**config.mk**
```make
export PLATFORM = sky130hd
export DESIGN_NAME = bridge_1xn_flat
export DESIGN_NICKNAME = d
export VERILOG_FILES = /design/src/rtl/bridge_1xn_if.sv /design/src/rtl/bridge_1xn.sv /design/src/flat_wrapper.sv
export SDC_FILE = /design/constraint.sdc
export NUM_CORES = 1
export LEC_CHECK = 0
export BUFFER_PORTS_ARGS = -buffer_cell sky130_fd_sc_hd__buf_2
export CORE_AREA = 2 2 232 234
export CTS_BUF_LIST = sky130_fd_sc_hd__clkbuf_4 sky130_fd_sc_hd__clkbuf_8
export DETAILED_ROUTE_END_ITERATION = 6
export DIE_AREA = 0 0 234 236
export PLACE_DENSITY = 0.35
export SLEW_MARGIN = 0
export SYNTH_ARGS = -nofsm -noshare
export SYNTH_HDL_FRONTEND = slang
export SYNTH_SLANG_ARGS = --single-unit
```
**constraint.sdc**
```tcl
create_clock -name clk -period 2.2 [get_ports clk]
set_input_delay 0.22 -clock clk [delete_from_list [all_inputs] [get_ports clk]]
set_output_delay 0.22 -clock clk [all_outputs]
set_load 0.02 [all_outputs]
```
**src/rtl/bridge_1xn_if.sv**
```systemverilog
// Bus bundle between the CPU data port, the 1xN bridge and its slaves.
// The bridge takes the slave modport; the environment (CPU plus slave responses) takes master.
interface bridge_1xn_if #(
    parameter int NUM_SLV = 4,
    parameter int ADDR_WD = 64,
    parameter int DATA_WD = 64
) ();
    localparam int WE_WD = DATA_WD / 8;

    logic                       cpu_data_en;
    logic [WE_WD-1:0]           cpu_data_we;
    logic [ADDR_WD-1:0]         cpu_data_addr;
    logic [DATA_WD-1:0]         cpu_data_wdata;
    logic [DATA_WD-1:0]         cpu_data_rdata;
    logic                       cpu_data_stall;
    logic                       cpu_data_err;
    logic [NUM_SLV-1:0]         slv_en;
    logic [WE_WD-1:0]           slv_we;
    logic [ADDR_WD-1:0]         slv_addr;
    logic [DATA_WD-1:0]         slv_wdata;
    logic [NUM_SLV*DATA_WD-1:0] slv_rdata;
    logic [NUM_SLV-1:0]         slv_ready;

    modport master (
        output cpu_data_en, cpu_data_we, cpu_data_addr, cpu_data_wdata, slv_rdata, slv_ready,
        input  cpu_data_rdata, cpu_data_stall, cpu_data_err, slv_en, slv_we, slv_addr, slv_wdata
    );

    modport slave (
        input  cpu_data_en, cpu_data_we, cpu_data_addr, cpu_data_wdata, slv_rdata, slv_ready,
        output cpu_data_rdata, cpu_data_stall, cpu_data_err, slv_en, slv_we, slv_addr, slv_wdata
    );
endinterface

```
**src/rtl/bridge_1xn.sv**
```systemverilog
// Routes one CPU data-SRAM port to NUM_SLV slaves decoded by base/mask, with optional
// ready handshake per slave, a timeout abort and an error response for unmapped addresses.
module bridge_1xn #(
    parameter int                         NUM_SLV  = 4,
    parameter int                         ADDR_WD  = 64,
    parameter int                         DATA_WD  = 64,
    parameter logic [NUM_SLV*ADDR_WD-1:0] SLV_BASE = '0,
    parameter logic [NUM_SLV*ADDR_WD-1:0] SLV_MASK = '0,
    parameter logic [NUM_SLV-1:0]         SLV_WAIT = '0,
    parameter int                         TIMEOUT  = 256,
    parameter logic [DATA_WD-1:0]         ERR_DATA = 64'hDEAD_BEEF_DEAD_BEEF
) (
    input  logic         clk,
    input  logic         rst_n,
    bridge_1xn_if.slave  bus
);
    localparam int WE_WD  = DATA_WD / 8;
    localparam int CNT_WD = $clog2(TIMEOUT + 1);
    localparam int SEL_WD = (NUM_SLV > 1) ? $clog2(NUM_SLV) : 1;
    localparam logic [CNT_WD-1:0] CNT_MAX = CNT_WD'(TIMEOUT);

    typedef enum logic { ST_IDLE, ST_WAIT } state_e;
    typedef enum logic { SRC_SLV, SRC_REG } src_e;

    state_e              state_q, state_d;
    src_e                src_q, src_d;
    logic [SEL_WD-1:0]   sel_q, sel_d;
    logic [DATA_WD-1:0]  rdata_q, rdata_d;
    logic                err_q, err_d;
    logic [CNT_WD-1:0]   cnt_q, cnt_d;
    logic [ADDR_WD-1:0]  req_addr_q, req_addr_d;
    logic [WE_WD-1:0]    req_we_q, req_we_d;
    logic [DATA_WD-1:0]  req_wdata_q, req_wdata_d;

    logic [NUM_SLV-1:0]  hit;
    logic                hit_any;
    logic [SEL_WD-1:0]   hit_idx;
    logic [DATA_WD-1:0]  slv_rdata_arr [NUM_SLV];

    logic [NUM_SLV-1:0]  slv_en_w;
    logic                stall_w;
    logic [ADDR_WD-1:0]  slv_addr_w;
    logic [WE_WD-1:0]    slv_we_w;
    logic [DATA_WD-1:0]  slv_wdata_w;

    for (genvar gi = 0; gi < NUM_SLV; gi++) begin : g_dec
        assign hit[gi] = (bus.cpu_data_addr & SLV_MASK[gi*ADDR_WD +: ADDR_WD])
                         == SLV_BASE[gi*ADDR_WD +: ADDR_WD];
        assign slv_rdata_arr[gi] = bus.slv_rdata[gi*DATA_WD +: DATA_WD];
    end

    // Scan downwards so the lowest-numbered hitting slave is left in hit_idx.
    always_comb begin
        hit_any = 1'b0;
        hit_idx = '0;
        for (int i = NUM_SLV - 1; i >= 0; i--) begin
            if (hit[i]) begin
                hit_any = 1'b1;
                hit_idx = SEL_WD'(i);
            end
        end
    end

    always_comb begin
        state_d     = state_q;
        src_d       = src_q;
        sel_d       = sel_q;
        rdata_d     = rdata_q;
        err_d       = 1'b0;
        cnt_d       = cnt_q;
        req_addr_d  = req_addr_q;
        req_we_d    = req_we_q;
        req_wdata_d = req_wdata_q;
        slv_en_w    = '0;
        stall_w     = 1'b0;
        slv_addr_w  = bus.cpu_data_addr;
        slv_we_w    = bus.cpu_data_we;
        slv_wdata_w = bus.cpu_data_wdata;

        case (state_q)
            ST_IDLE: begin
                if (bus.cpu_data_en) begin
                    if (!hit_any) begin
                        rdata_d = ERR_DATA;
                        src_d   = SRC_REG;
                        err_d   = 1'b1;
                    end else begin
                        slv_en_w[hit_idx] = 1'b1;
                        sel_d             = hit_idx;
                        if (!SLV_WAIT[hit_idx]) begin
                            src_d = SRC_SLV;
                        end else if (bus.slv_ready[hit_idx]) begin
                            rdata_d = slv_rdata_arr[hit_idx];
                            src_d   = SRC_REG;
                        end else begin
                            stall_w     = 1'b1;
                            req_addr_d  = bus.cpu_data_addr;
                            req_we_d    = bus.cpu_data_we;
                            req_wdata_d = bus.cpu_data_wdata;
                            cnt_d       = CNT_WD'(1);
                            state_d     = ST_WAIT;
                        end
                    end
                end
            end
            ST_WAIT: begin
                // The captured request is replayed so the CPU side may move freely.
                slv_addr_w  = req_addr_q;
                slv_we_w    = req_we_q;
                slv_wdata_w = req_wdata_q;
                if (bus.slv_ready[sel_q]) begin
                    slv_en_w[sel_q] = 1'b1;
                    rdata_d         = slv_rdata_arr[sel_q];
                    src_d           = SRC_REG;
                    state_d         = ST_IDLE;
                end else if (cnt_q == CNT_MAX) begin
                    rdata_d = ERR_DATA;
                    src_d   = SRC_REG;
                    err_d   = 1'b1;
                    state_d = ST_IDLE;
                end else begin
                    slv_en_w[sel_q] = 1'b1;
                    stall_w         = 1'b1;
                    cnt_d           = cnt_q + 1'b1;
                end
            end
            default: state_d = ST_IDLE;
        endcase
    end

    always_ff @(posedge clk) begin
        if (!rst_n) begin
            state_q     <= ST_IDLE;
            src_q       <= SRC_SLV;
            sel_q       <= '0;
            rdata_q     <= '0;
            err_q       <= 1'b0;
            cnt_q       <= '0;
            req_addr_q  <= '0;
            req_we_q    <= '0;
            req_wdata_q <= '0;
        end else begin
            state_q     <= state_d;
            src_q       <= src_d;
            sel_q       <= sel_d;
            rdata_q     <= rdata_d;
            err_q       <= err_d;
            cnt_q       <= cnt_d;
            req_addr_q  <= req_addr_d;
            req_we_q    <= req_we_d;
            req_wdata_q <= req_wdata_d;
        end
    end

    assign bus.slv_en         = slv_en_w;
    assign bus.slv_addr       = slv_addr_w;
    assign bus.slv_we         = slv_we_w;
    assign bus.slv_wdata      = slv_wdata_w;
    assign bus.cpu_data_stall = stall_w;
    assign bus.cpu_data_err   = err_q;
    assign bus.cpu_data_rdata = (src_q == SRC_REG) ? rdata_q : slv_rdata_arr[sel_q];
endmodule

```
**src/flat_wrapper.sv**
```systemverilog
// flat-port wrapper written by rule: the top's interface ports become plain ports
module bridge_1xn_flat 
#(
    parameter int                         NUM_SLV  = 4,
    parameter int                         ADDR_WD  = 64,
    parameter int                         DATA_WD  = 64,
    parameter logic [NUM_SLV*ADDR_WD-1:0] SLV_BASE = '0,
    parameter logic [NUM_SLV*ADDR_WD-1:0] SLV_MASK = '0,
    parameter logic [NUM_SLV-1:0]         SLV_WAIT = '0,
    parameter int                         TIMEOUT  = 256,
    parameter logic [DATA_WD-1:0]         ERR_DATA = 64'hDEAD_BEEF_DEAD_BEEF
)
  (clk, rst_n, bus_cpu_data_en, bus_cpu_data_we, bus_cpu_data_addr, bus_cpu_data_wdata, bus_slv_rdata, bus_slv_ready, bus_cpu_data_rdata, bus_cpu_data_stall, bus_cpu_data_err, bus_slv_en, bus_slv_we, bus_slv_addr, bus_slv_wdata);
  bridge_1xn_if #(.NUM_SLV(NUM_SLV), .ADDR_WD(ADDR_WD), .DATA_WD(DATA_WD)) bus_i ();
  input  logic clk;
  input  logic rst_n;
  input wire logic [$bits(bus_i.cpu_data_en)-1:0] bus_cpu_data_en;
  input wire logic [$bits(bus_i.cpu_data_we)-1:0] bus_cpu_data_we;
  input wire logic [$bits(bus_i.cpu_data_addr)-1:0] bus_cpu_data_addr;
  input wire logic [$bits(bus_i.cpu_data_wdata)-1:0] bus_cpu_data_wdata;
  input wire logic [$bits(bus_i.slv_rdata)-1:0] bus_slv_rdata;
  input wire logic [$bits(bus_i.slv_ready)-1:0] bus_slv_ready;
  output wire logic [$bits(bus_i.cpu_data_rdata)-1:0] bus_cpu_data_rdata;
  output wire logic [$bits(bus_i.cpu_data_stall)-1:0] bus_cpu_data_stall;
  output wire logic [$bits(bus_i.cpu_data_err)-1:0] bus_cpu_data_err;
  output wire logic [$bits(bus_i.slv_en)-1:0] bus_slv_en;
  output wire logic [$bits(bus_i.slv_we)-1:0] bus_slv_we;
  output wire logic [$bits(bus_i.slv_addr)-1:0] bus_slv_addr;
  output wire logic [$bits(bus_i.slv_wdata)-1:0] bus_slv_wdata;
  assign bus_i.cpu_data_en = bus_cpu_data_en;
  assign bus_i.cpu_data_we = bus_cpu_data_we;
  assign bus_i.cpu_data_addr = bus_cpu_data_addr;
  assign bus_i.cpu_data_wdata = bus_cpu_data_wdata;
  assign bus_i.slv_rdata = bus_slv_rdata;
  assign bus_i.slv_ready = bus_slv_ready;
  assign bus_cpu_data_rdata = bus_i.cpu_data_rdata;
  assign bus_cpu_data_stall = bus_i.cpu_data_stall;
  assign bus_cpu_data_err = bus_i.cpu_data_err;
  assign bus_slv_en = bus_i.slv_en;
  assign bus_slv_we = bus_i.slv_we;
  assign bus_slv_addr = bus_i.slv_addr;
  assign bus_slv_wdata = bus_i.slv_wdata;
  bridge_1xn #(.NUM_SLV(NUM_SLV), .ADDR_WD(ADDR_WD), .DATA_WD(DATA_WD), .SLV_BASE(SLV_BASE), .SLV_MASK(SLV_MASK), .SLV_WAIT(SLV_WAIT), .TIMEOUT(TIMEOUT), .ERR_DATA(ERR_DATA)) u_core (.clk(clk), .rst_n(rst_n), .bus(bus_i));
endmodule
```
==> impl_results.md <==
* Status: finished, final reports clean
* Hold Crit Class: in -> reg
* Vias per cell at 3.40
* Area of the die at 55200 sq um
* RSZ-0062 raised after global routing: no
* CTS buffer count at 9
* Area Overhead vs Synth at 66.8%
* Setup_tns at 0 ns
* Hold Vio Cnt, Final at 0
* FP Rows at 85
* VDD IR max at 0.247 mV
* Final setup viols at 0
* Clk pin slew, worst setup/hold paths at 0.09 ns
* PwrDens at 417 nW/um^2
* Drt wl/cell at 15.7 um
* Top post-synthesis cells by count: 138 x nor2b_1, 76 x dfxtp_1, 64 x mux2_2
* Static leakage at 0.00349 uW
* Area fraction of the dominant cell type after synthesis at 31.5%
* DIE HEIGHT at 236 um
* Initial antenna violation count at 8
* Final Wtd Congestion at 0.710
* Total gr overflow at 0
* WS Path Type: reg -> out
* Io pins at 605
* Crit. End Element: output port
* Post-synth EDFFs at 0
* Fin crit period at 2.05 ns
* Largest net degree at the start of global routing at 93
* Yosys warning count at 0
* Core ar. at 53100 sq um
* Starting density of the core at 9.11%
* Most common cell in the netlist: nor2b_1
* Fillers at 6035
* Register area share after synthesis at 31.5%
* Routed WL at 25.5 mm
* GR Util All Layers at 9.02%
* Post-Syn Instances at 529
* CTS max path bufs at 2
* Share of layout cells above drive strength 1 at 60.4%
* Drt pass-1 iters at 4
* Port bufs at 406
* Peak Freq at 488 MHz
* Initial DRC Count at 184
* Detailed Place HPWL at 20.0 mm
* Power Total at 3360 uW
* Clock tree sinks at 76
* CP arrival at 1.83 ns
* Critical path data required time at 1.98 ns
* Number of global-route vias before repair at 5347
* Die X at 234 um
* Post-layout util at 15.2%
* Final Max Slew Viols at 0
* Crit path max fanout at 26
* Clock skew at 0.0145 ns
* Max-Cap Viols at 0
* Layout net count at 1325
* Tcrit/Tclk final at 93.2%
* Fin Hold WS at 0.0701 ns
* Synthesized area at 4830 sq um
* Flops & latches, synth at 76
* Vias post-DR at 5537
* Top post-synthesis cells by area: dfxtp_1 31%, nor2b_1 18%, mux2_2 15%
* Asr flop ratio synth at 0%
* Synth cell types at 38
* Mapped Avg Cell Area at 9.14 sq um
* DR DRC count at 0
* CTS tree: yes
* Startpoint Class: flop
* First-pass GRT wire length at 34.9 mm
* Clock Latency Late Sink at 0.41 ns
* H-Tree Depth at 3
* Clk root buf: clkbuf_8
* Routed Antenna Nets at 0
* Top_reg_cell synth: dfxtp_1
* Area leader, netlist: dfxtp_1
==> repair_timing <==
item / CTS / global route
endpoints found under the hold margin: 14 / 0
resized for setup: 3 / 0
setup buffers: 0 / 2
endpoints found under the setup margin: 2 / 1
hold buffers: 14 / 0
pin swaps: 0 / 1
==> metrics by stage <==
stage                     setup WS, ns  std cells  cell area [sq um]
after CTS                       0.0161       1623               8040
after detailed placement         0.310       1593               7710
after floorplan                  0.503        531               4840
final                            0.150       1628               8060
after global placement           0.367       1593               7710
after global routing            0.0348       1626               8060
==> layout by cell type (no fill, tap or decap), types with 2 or more instances in the layout <==
master | netlist | routed
buf_12 | 0 | 9
ha_1 | 2 | 2
a21oi_1 | 22 | 21
or4b_4 | 2 | 2
and2_1 | 2 | 2
o31ai_1 | 3 | 3
clkinv_2 | 0 | 2
o21a_1 | 48 | 48
nor2b_1 | 138 | 138
dfxtp_1 | 76 | 74
clkbuf_4 | 1 | 3
mux2i_1 | 2 | 2
nor4b_2 | 0 | 2
conb_1 | 1 | 3
mux2_2 | 64 | 64
nand2_1 | 40 | 39
or4_1 | 3 | 3
clkbuf_8 | 0 | 9
inv_1 | 5 | 5
or3_1 | 2 | 2
buf_4 | 3 | 4
buf_2 | 5 | 406
dlygate4sd3_1 | 0 | 14
o21ai_0 | 3 | 3
o221a_2 | 49 | 49
a21oi_2 | 1 | 2
diode_2 | 0 | 3
dfxtp_4 | 0 | 2
==> worst max-delay path: stages (launching register included) <==
cell,delay (ns)
dfxtp_4,0.56
buf_12,0.24
mux2_2,0.40
buf_2,0.17
==> metal layers <==
metal / GRT usage, % / vias up / routed length, um
li1: - / 2671 / -
met1: 8.99 / 2484 / 9150
met5: 0 / - / 34
met3: 3.09 / 38 / 2580
met2: 16.4 / 338 / 12800
met4: 4.66 / 6 / 961
==> final cells by class <==
cell class | count | area (sq um) | share of cell area [%]
sequential | 76 | 1530 | 19.0
multi-input combinational | 399 | 3080 | 38.2
timing repair buffer | 433 | 2380 | 29.5
tap | 696 | 871 | 10.8
antenna | 3 | 7.51 | 0.0931
clock buffer | 12 | 146 | 1.82
inverter | 5 | 18.8 | 0.233
clock inverter | 4 | 25.0 | 0.310
==> worst paths after layout <==
path                                    startpoint                     end  slack [ns]  depth (start not counted)
worst max-delay path                  u_core.src_q  bus_cpu_data_rdata[46]        0.15                          3
worst min-delay path             bus_slv_rdata[49]      u_core.rdata_q[49]        0.07                          3
worst max register to register     u_core.cnt_q[0]      u_core.rdata_q[17]        0.40                          6
worst min register to register  u_core.rdata_q[49]      u_core.rdata_q[49]        0.45                          2
==> state kept, by name (all words and copies together), names as in the netlist <==
name	flops
u_core.cnt_q	9
u_core.state_q	1
u_core.src_q	1
u_core.bus.cpu_data_err	1
u_core.rdata_q	64
==> logic make-up after synthesis <==
family / count (synthesis) / synth area share, %
AOI/OAI and AO/OA: 130 / 23.0
and+or+nand+nor: 198 / 24.2
buffers and inverters: 56 / 5.41
DFF: 76 / 31.5
adders and majority gates: 2 / 0.518
other: 1 / 0.0776
muxes: 66 / 15.3
==> where the power goes <==
part	switching (uW)	internal [uW]
registers	0	1370
clock network	618	447
logic	536	388
(Power assumes the default switching activity.)
